<file path="src/rtl/siso_layer_scheduler_pkg.sv">
// Shared definitions for the SISO layer scheduler and its row-unit bench.
// The FSM encoding is kept as plain constants so legacy netlists can match it.
package siso_layer_scheduler_pkg;

  // Issue-to-write-back latency of the row unit. It is counted from the
  // scheduler's issue decision: the scheduler's output register doubles as the
  // row unit's input register.
  localparam int RCU_LAT = 14;

  localparam logic [1:0] S_IDLE  = 2'd0;
  localparam logic [1:0] S_ISSUE = 2'd1;
  localparam logic [1:0] S_DRAIN = 2'd2;
  localparam logic [1:0] S_DONE  = 2'd3;

endpackage

</file>
<file path="src/rtl/siso_layer_scheduler_if.sv">
// Read/write-back link between the layer scheduler (master) and the SISO row unit.
interface siso_layer_scheduler_if #(
  parameter int ADDRWIDTH = 5
);
  logic                 rdlayer;
  logic [ADDRWIDTH-1:0] rdaddress;
  logic                 rden_LLR;
  logic                 rden_E;
  logic                 wren_d;
  logic [ADDRWIDTH-1:0] wraddress_d;

  modport master (
    output rdlayer, rdaddress, rden_LLR, rden_E,
    input  wren_d, wraddress_d
  );

  modport slave (
    input  rdlayer, rdaddress, rden_LLR, rden_E,
    output wren_d, wraddress_d
  );
endinterface

</file>
<file path="src/rtl/siso_wb_scoreboard.sv">
// Per-address record of LLR write-backs still in flight in the row unit, with
// the read hazard query, the drained flag and bad-write-back detection.
module siso_wb_scoreboard #(
  parameter int ADDRWIDTH = 5,
  parameter int ADDRDEPTH = 20
) (
  input  logic                 clk,
  input  logic                 rst,
  input  logic                 clr_all,
  input  logic                 set_en,
  input  logic [ADDRWIDTH-1:0] set_addr,
  input  logic                 wb_en,
  input  logic [ADDRWIDTH-1:0] wb_addr,
  input  logic [ADDRWIDTH-1:0] query_addr,
  output logic                 hazard,
  output logic                 empty_next,
  output logic                 wb_err
);

  logic [ADDRDEPTH-1:0] pending_q, pending_d;
  logic [ADDRDEPTH-1:0] set_mask, clr_mask;
  logic                 query_pending, wb_pending;

  // NOTE: every variable assigned in an always_comb gets a default at the top,
  // otherwise a path that skips the assignment infers a latch.
  always_comb begin
    set_mask      = '0;
    clr_mask      = '0;
    query_pending = 1'b0;
    wb_pending    = 1'b0;
    // Compare against each legal address so an out-of-range write-back simply
    // matches nothing and reads as "not pending".
    for (int i = 0; i < ADDRDEPTH; i++) begin
      if (set_en && set_addr == ADDRWIDTH'(i)) set_mask[i] = 1'b1;
      if (wb_en && wb_addr == ADDRWIDTH'(i)) begin
        clr_mask[i] = 1'b1;
        wb_pending  = pending_q[i];
      end
      if (query_addr == ADDRWIDTH'(i)) query_pending = pending_q[i];
    end
    pending_d = clr_all ? '0 : ((pending_q & ~clr_mask) | set_mask);
  end

  // The LLR memory is read-first, so a write landing this cycle still hazards.
  assign hazard     = query_pending | (wb_en && wb_addr == query_addr);
  assign empty_next = ~|(pending_q & ~clr_mask);
  assign wb_err     = wb_en && !wb_pending;

  // NOTE: sequential state is updated with non-blocking assignments only, so
  // every flop samples the values from before the clock edge.
  always_ff @(posedge clk) begin
    if (rst) pending_q <= '0;
    else     pending_q <= pending_d;
  end

endmodule

</file>
<file path="src/rtl/siso_layer_scheduler.sv">
// Read-side controller for the pipelined SISO row unit: walks iterations,
// layers and row-block addresses, stalling reads that would fetch a stale LLR.
module siso_layer_scheduler
  import siso_layer_scheduler_pkg::*;
#(
  parameter int LAYERS    = 2,
  parameter int ADDRWIDTH = 5,
  parameter int ADDRDEPTH = 20,
  parameter int ITERW     = 5
) (
  input  logic                   clk,
  input  logic                   rst,
  input  logic                   start,
  input  logic [ITERW-1:0]       max_iter,
  input  logic                   early_stop,
  siso_layer_scheduler_if.master rcu,
  output logic                   busy,
  output logic                   done,
  output logic [ITERW-1:0]       iter_count,
  output logic                   protocol_err
);

  localparam int LW = (LAYERS > 1) ? $clog2(LAYERS) : 1;

  logic [1:0]           state_q, state_d;
  logic [ADDRWIDTH-1:0] a_q, a_d;
  logic [LW-1:0]        l_q, l_d;
  logic [ITERW-1:0]     iter_q, iter_d;
  logic [ITERW-1:0]     max_q, max_d;
  logic                 rden_llr_q, rden_llr_d;
  logic                 rden_e_q, rden_e_d;
  logic                 rdlayer_q, rdlayer_d;
  logic [ADDRWIDTH-1:0] rdaddr_q, rdaddr_d;
  logic                 busy_q, busy_d;
  logic                 done_q, done_d;
  logic                 err_q, err_d;

  logic                 accept, issue, hazard, empty_next, wb_err;
  logic                 last_a, last_l;
  logic [ITERW-1:0]     iter_inc, eff_max;

  assign accept   = (state_q == S_IDLE) && start;
  assign issue    = (state_q == S_ISSUE) && !hazard;
  assign last_a   = (a_q == ADDRWIDTH'(ADDRDEPTH - 1));
  assign last_l   = (l_q == LW'(LAYERS - 1));
  assign iter_inc = iter_q + 1'b1;
  assign eff_max  = (max_q == '0) ? ITERW'(1) : max_q;

  siso_wb_scoreboard #(
    .ADDRWIDTH (ADDRWIDTH),
    .ADDRDEPTH (ADDRDEPTH)
  ) u_scoreboard (
    .clk        (clk),
    .rst        (rst),
    .clr_all    (accept),
    .set_en     (issue),
    .set_addr   (a_q),
    .wb_en      (rcu.wren_d),
    .wb_addr    (rcu.wraddress_d),
    .query_addr (a_q),
    .hazard     (hazard),
    .empty_next (empty_next),
    .wb_err     (wb_err)
  );

  always_comb begin
    state_d    = state_q;
    a_d        = a_q;
    l_d        = l_q;
    iter_d     = iter_q;
    max_d      = max_q;
    rden_llr_d = 1'b0;
    rden_e_d   = 1'b0;
    rdlayer_d  = rdlayer_q;
    rdaddr_d   = rdaddr_q;
    busy_d     = busy_q;
    done_d     = 1'b0;
    err_d      = accept ? 1'b0 : (err_q | wb_err);

    case (state_q)
      S_IDLE: begin
        if (start) begin
          state_d = S_ISSUE;
          a_d     = '0;
          l_d     = '0;
          iter_d  = '0;
          max_d   = max_iter;
          busy_d  = 1'b1;
        end
      end
      S_ISSUE: begin
        if (issue) begin
          rden_llr_d = 1'b1;
          // E memory holds nothing useful until one full iteration has run.
          rden_e_d   = (iter_q != '0);
          rdlayer_d  = l_q[0];
          rdaddr_d   = a_q;
          if (!last_a) begin
            a_d = a_q + 1'b1;
          end else begin
            a_d = '0;
            if (!last_l) begin
              l_d = l_q + 1'b1;
            end else begin
              l_d    = '0;
              iter_d = iter_inc;
              if (iter_inc == eff_max || early_stop) state_d = S_DRAIN;
            end
          end
        end
      end
      S_DRAIN: begin
        if (empty_next) begin
          state_d = S_DONE;
          done_d  = 1'b1;
          busy_d  = 1'b0;
        end
      end
      default: state_d = S_IDLE;
    endcase
  end

  always_ff @(posedge clk) begin
    if (rst) begin
      state_q    <= S_IDLE;
      a_q        <= '0;
      l_q        <= '0;
      iter_q     <= '0;
      max_q      <= '0;
      rden_llr_q <= 1'b0;
      rden_e_q   <= 1'b0;
      rdlayer_q  <= 1'b0;
      rdaddr_q   <= '0;
      busy_q     <= 1'b0;
      done_q     <= 1'b0;
      err_q      <= 1'b0;
    end else begin
      state_q    <= state_d;
      a_q        <= a_d;
      l_q        <= l_d;
      iter_q     <= iter_d;
      max_q      <= max_d;
      rden_llr_q <= rden_llr_d;
      rden_e_q   <= rden_e_d;
      rdlayer_q  <= rdlayer_d;
      rdaddr_q   <= rdaddr_d;
      busy_q     <= busy_d;
      done_q     <= done_d;
      err_q      <= err_d;
    end
  end

  assign rcu.rden_LLR  = rden_llr_q;
  assign rcu.rden_E    = rden_e_q;
  assign rcu.rdlayer   = rdlayer_q;
  assign rcu.rdaddress = rdaddr_q;
  assign busy          = busy_q;
  assign done          = done_q;
  assign iter_count    = iter_q;
  assign protocol_err  = err_q;

endmodule

</file>
<file path="src/flat_wrapper.sv">
// flat-port wrapper written by rule: the top's interface ports become plain ports
module siso_layer_scheduler_flat import siso_layer_scheduler_pkg::*;
#(
  parameter int LAYERS    = 2,
  parameter int ADDRWIDTH = 5,
  parameter int ADDRDEPTH = 20,
  parameter int ITERW     = 5
)
  (clk, rst, start, max_iter, early_stop, busy, done, iter_count, protocol_err, rcu_rdlayer, rcu_rdaddress, rcu_rden_LLR, rcu_rden_E, rcu_wren_d, rcu_wraddress_d);
  siso_layer_scheduler_if #(.ADDRWIDTH(ADDRWIDTH)) rcu_i ();
  input  logic clk;
  input  logic rst;
  input  logic start;
  input  logic [ITERW-1:0] max_iter;
  input  logic early_stop;
  output logic busy;
  output logic done;
  output logic [ITERW-1:0] iter_count;
  output logic protocol_err;
  output wire logic [$bits(rcu_i.rdlayer)-1:0] rcu_rdlayer;
  output wire logic [$bits(rcu_i.rdaddress)-1:0] rcu_rdaddress;
  output wire logic [$bits(rcu_i.rden_LLR)-1:0] rcu_rden_LLR;
  output wire logic [$bits(rcu_i.rden_E)-1:0] rcu_rden_E;
  input wire logic [$bits(rcu_i.wren_d)-1:0] rcu_wren_d;
  input wire logic [$bits(rcu_i.wraddress_d)-1:0] rcu_wraddress_d;
  assign rcu_rdlayer = rcu_i.rdlayer;
  assign rcu_rdaddress = rcu_i.rdaddress;
  assign rcu_rden_LLR = rcu_i.rden_LLR;
  assign rcu_rden_E = rcu_i.rden_E;
  assign rcu_i.wren_d = rcu_wren_d;
  assign rcu_i.wraddress_d = rcu_wraddress_d;
  siso_layer_scheduler #(.LAYERS(LAYERS), .ADDRWIDTH(ADDRWIDTH), .ADDRDEPTH(ADDRDEPTH), .ITERW(ITERW)) u_core (.clk(clk), .rst(rst), .start(start), .max_iter(max_iter), .early_stop(early_stop), .rcu(rcu_i), .busy(busy), .done(done), .iter_count(iter_count), .protocol_err(protocol_err));
endmodule
</file>
<file path="config.mk">
export PLATFORM = sky130hd
export DESIGN_NAME = siso_layer_scheduler_flat
export DESIGN_NICKNAME = d
export VERILOG_FILES = /design/src/rtl/siso_layer_scheduler_pkg.sv /design/src/rtl/siso_layer_scheduler_if.sv /design/src/rtl/siso_wb_scoreboard.sv /design/src/rtl/siso_layer_scheduler.sv /design/src/flat_wrapper.sv
export SDC_FILE = /design/constraint.sdc
export NUM_CORES = 1
export LEC_CHECK = 0
export CORE_MARGIN = 2
export CORE_UTILIZATION = 52
export DETAILED_ROUTE_END_ITERATION = 16
export GPL_TIMING_DRIVEN = 0
export PLACE_DENSITY = 0.76
export SLEW_MARGIN = 20
export SYNTH_ARGS = -nofsm -noshare
export SYNTH_HDL_FRONTEND = slang
export SYNTH_SLANG_ARGS = --single-unit
</file>
<file path="constraint.sdc">
create_clock -name clk -period 2.9 [get_ports clk]
set_clock_uncertainty 0.1 [all_clocks]
set_input_delay 0.29 -clock clk [delete_from_list [all_inputs] [get_ports clk]]
set_output_delay 0.29 -clock clk [all_outputs]
set_load 0.02 [all_outputs]
</file>
==> metrics.txt <==
clock-pin slew on the worst setup and hold paths 0.09 ns; clk sinks 49; Syn Nets 439; hold depth 2; slowest cell on the critical path a221oi_2; top cell type's share of synthesized area 29.6%; WHS 0.364 ns; Seq/Total Area, Yosys 29.6%; Slew Limit Headroom 43.5%; global-route wire length before repair 15,300 um; largest net degree at the start of global routing 20; antenna violations before repair 0; top cells by area, synth dfxtp_1 (30%), ha_1 (4.2%), mux2i_1 (3.9%); fin worst setup slack 0.0616 ns; worst slack at placement -0.450 ns; r2r startpoint u_core.a_q[1]; Inserted Diodes 0; fin crit share 97.9%; gr usage total 26.7%; Register-to-Register Path Depth 11; Max Fclk 0.352 GHz; Gate Count Post-Synth 413; final wirelength 9610 um; Placed Cells 518; delay-heaviest family, CP compound AO/OA/AOI/OAI gates; Non-Filler Instances 529; Yosys reg bits 49; CP Buf/Inv Count 3; grt met1 use 36.3%; Syn Std Cell Area 3320 sq um; Worst Path Required 3.06 ns; Worst Hold Class flip-flop to flip-flop; Yosys cell types 64; Syn-to-layout area delta 19.5%; # rows 29; proportion of layout cells with a drive suffix above 1 10.6%; peak per-stage delay on the critical path 0.42 ns; adder-cell area share of the yosys netlist 4.15%; clock root cell clkbuf_8; actual slew at the worst max-slew pin 0.839 ns; clk_lat worst skew 0.31 ns; post-route minimum period 2.84 ns; Num CTS Buffers 5; hold_sp u_core.max_q[0]; mux share of post-synthesis cell area 5.62%; Initial Utilization 53.1%; CP Depth 11; simple-gate share of the synthesized area 25.0%; via/cell ratio 6.26; placer congestion estimate 0.958; vias in the first global route 3,141; Final #Nets 477; leakage 1.47 nW; WL/cell 18.2 um; H-tree depth 2; CTS tree yes; main combinational cell family by area after synthesis compound AO/OA/AOI/OAI gates; xor and xnor area share after synthesis 3.43%; ys flop type dfxtp_1; Longest Clk Path Bufs 2; antenna-violating nets left 0; total power 2.80 mW; die width 83.9 um; post-synthesis compound-gate area fraction 27.1%; failing checks design-rule violations; worst endpoint data arrival time 2.99 ns; grt ovf 0; leading area contributor after synthesis dfxtp_1; peak supply drop 0.000359 V; critical-path cell list inv_1, ha_1, buf_2, a211o_1, a22oi_1, o21ai_1, a221oi_2, o211ai_4, buf_6, o41ai_1, and2_1; drc violations 1; CORE AREA 6240 sq um; Die Area 7030 sq um; number of synthesized flops with an enable pin 0; most frequent cells in the layout dfxtp_1 (47), nor2_1 (34), nand2_1 (32); Final Max Tran Viols 0; M3 GR Usage 5.34%; via count 3,309; # setup viols final 0; GR peak layer met2; post-DP HPWL 6820 um; Post-Syn Area per Cell 8.03 sq um; CP max FO 10; io pins 31; outcome finished with violations; Yosys warning total 0; CP Capture Type flip-flop; # fillers 554; Critical Path Source u_core.a_q[1]; startpoint types flip-flop; most common cell after layout, fill and taps aside dfxtp_1; Pwr Density 706 nW/um^2; Post-synth ARST share 0%; Fin. Hold Viols 0; 1st-iter DRT viols 317; input/output buffers 28; critical path class flip-flop to flip-flop; M2 GR Usage 42.4%; DR pass1 iterations 11; Die Ht 83.9 um; Max Cap Viol 0
-- metal layers --
metal | vias to the layer above | routed length [um]
met2 | 131 | 4430
met3 | 16 | 673
met4 | 0 | 151
met5 | - | 0
met1 | 1580 | 4360
li1 | 1582 | -
-- worst register-to-register path: stages (launching register included) --
cell and delay (ns):
dfxtp_4 0.40, inv_1 0.08, ha_1 0.21, buf_2 0.20, a211o_1 0.27, a22oi_1 0.15
o21ai_1 0.10, a221oi_2 0.42, o211ai_4 0.22, buf_6 0.19, o41ai_1 0.28, and2_1 0.16
-- cells by family (layout without fill, tap and decap cells) --
kind of cell | count (synthesis) | in the layout
buffers and inverters | 43 | 82
adder cells (fa/ha/maj) | 11 | 11
XOR/XNOR | 13 | 13
AND/OR/NAND/NOR | 154 | 154
flip-flops | 49 | 49
AO/OA/AOI/OAI | 126 | 126
multiplexers | 17 | 17
-- metrics by stage --
stage	util, %	setup TNS (ns)	area (sq um)
6_report	63.5	0	3960
5_1_grt	63.5	-0.0759	3960
4_1_cts	61.4	0	3830
3_5_place_dp	59.2	-10.86	3690
3_3_place_gp	59.2	-10.11	3690
2_1_floorplan	-	0	3320
-- flip-flops by register name (all words and copies together) (netlist names), 2 cells and up --
name / count
u_core.iter_count: 5
u_core.state_q: 2
u_core.u_scoreboard.pending_q: 20
u_core.max_q: 5
u_core.rcu.rdaddress: 5
u_core.a_q: 5
-- timing repair --
action,in CTS,in global routing
buffers inserted,1,2
setup endpoints to repair,33,32
hold buffers,0,0
gates resized for setup,12,30
gates cloned,0,2
pin swaps,2,4
endpoints found under the hold margin,0,0
-- worst paths after layout --
| kind | to | slack, ns |
|---|---|---|
| worst max register to register | u_core.u_scoreboard.pending_q[3] | 0.06 |
| worst min register to register | u_core.max_q[0] | 0.36 |
| worst min-delay path | u_core.max_q[0] | 0.36 |
| worst max-delay path | u_core.u_scoreboard.pending_q[3] | 0.06 |
-- report_power, final --
| group | internal [mW] | switching, mW | total, mW |
|---|---|---|---|
| Sequential | 0.753 | 0.0775 | 0.830 |
| Combinational | 0.589 | 0.943 | 1.53 |
| Clock | 0.194 | 0.242 | 0.436 |
-- cell type report --
class                           count  area (sq um)  area share, %
Inverter                           14          52.6           1.33
Sequential cell                    49           988           25.0
Clock inverter                      2          13.8          0.347
Tap cell                           77          96.3           2.43
Clock buffer                        6          82.6           2.08
Buffer                             27           131           3.32
Multi-Input combinational cell    321          2270           57.2
Timing Repair Buffer               33           329           8.31
-- cells in the mapped netlist, types with 9 or more instances --
master and n:
clkbuf_1 21, nand2b_1 10, o21ai_0 21, nor2_1 34
and2_1 13, nand2_1 33, o31ai_1 9, mux2i_1 13
inv_1 14, xnor2_1 10, a21oi_1 21, ha_1 11
nor3_1 12, o21a_1 17, nand3_1 13, dfxtp_1 49
Note: power is estimated with default switching activity, not from simulation.
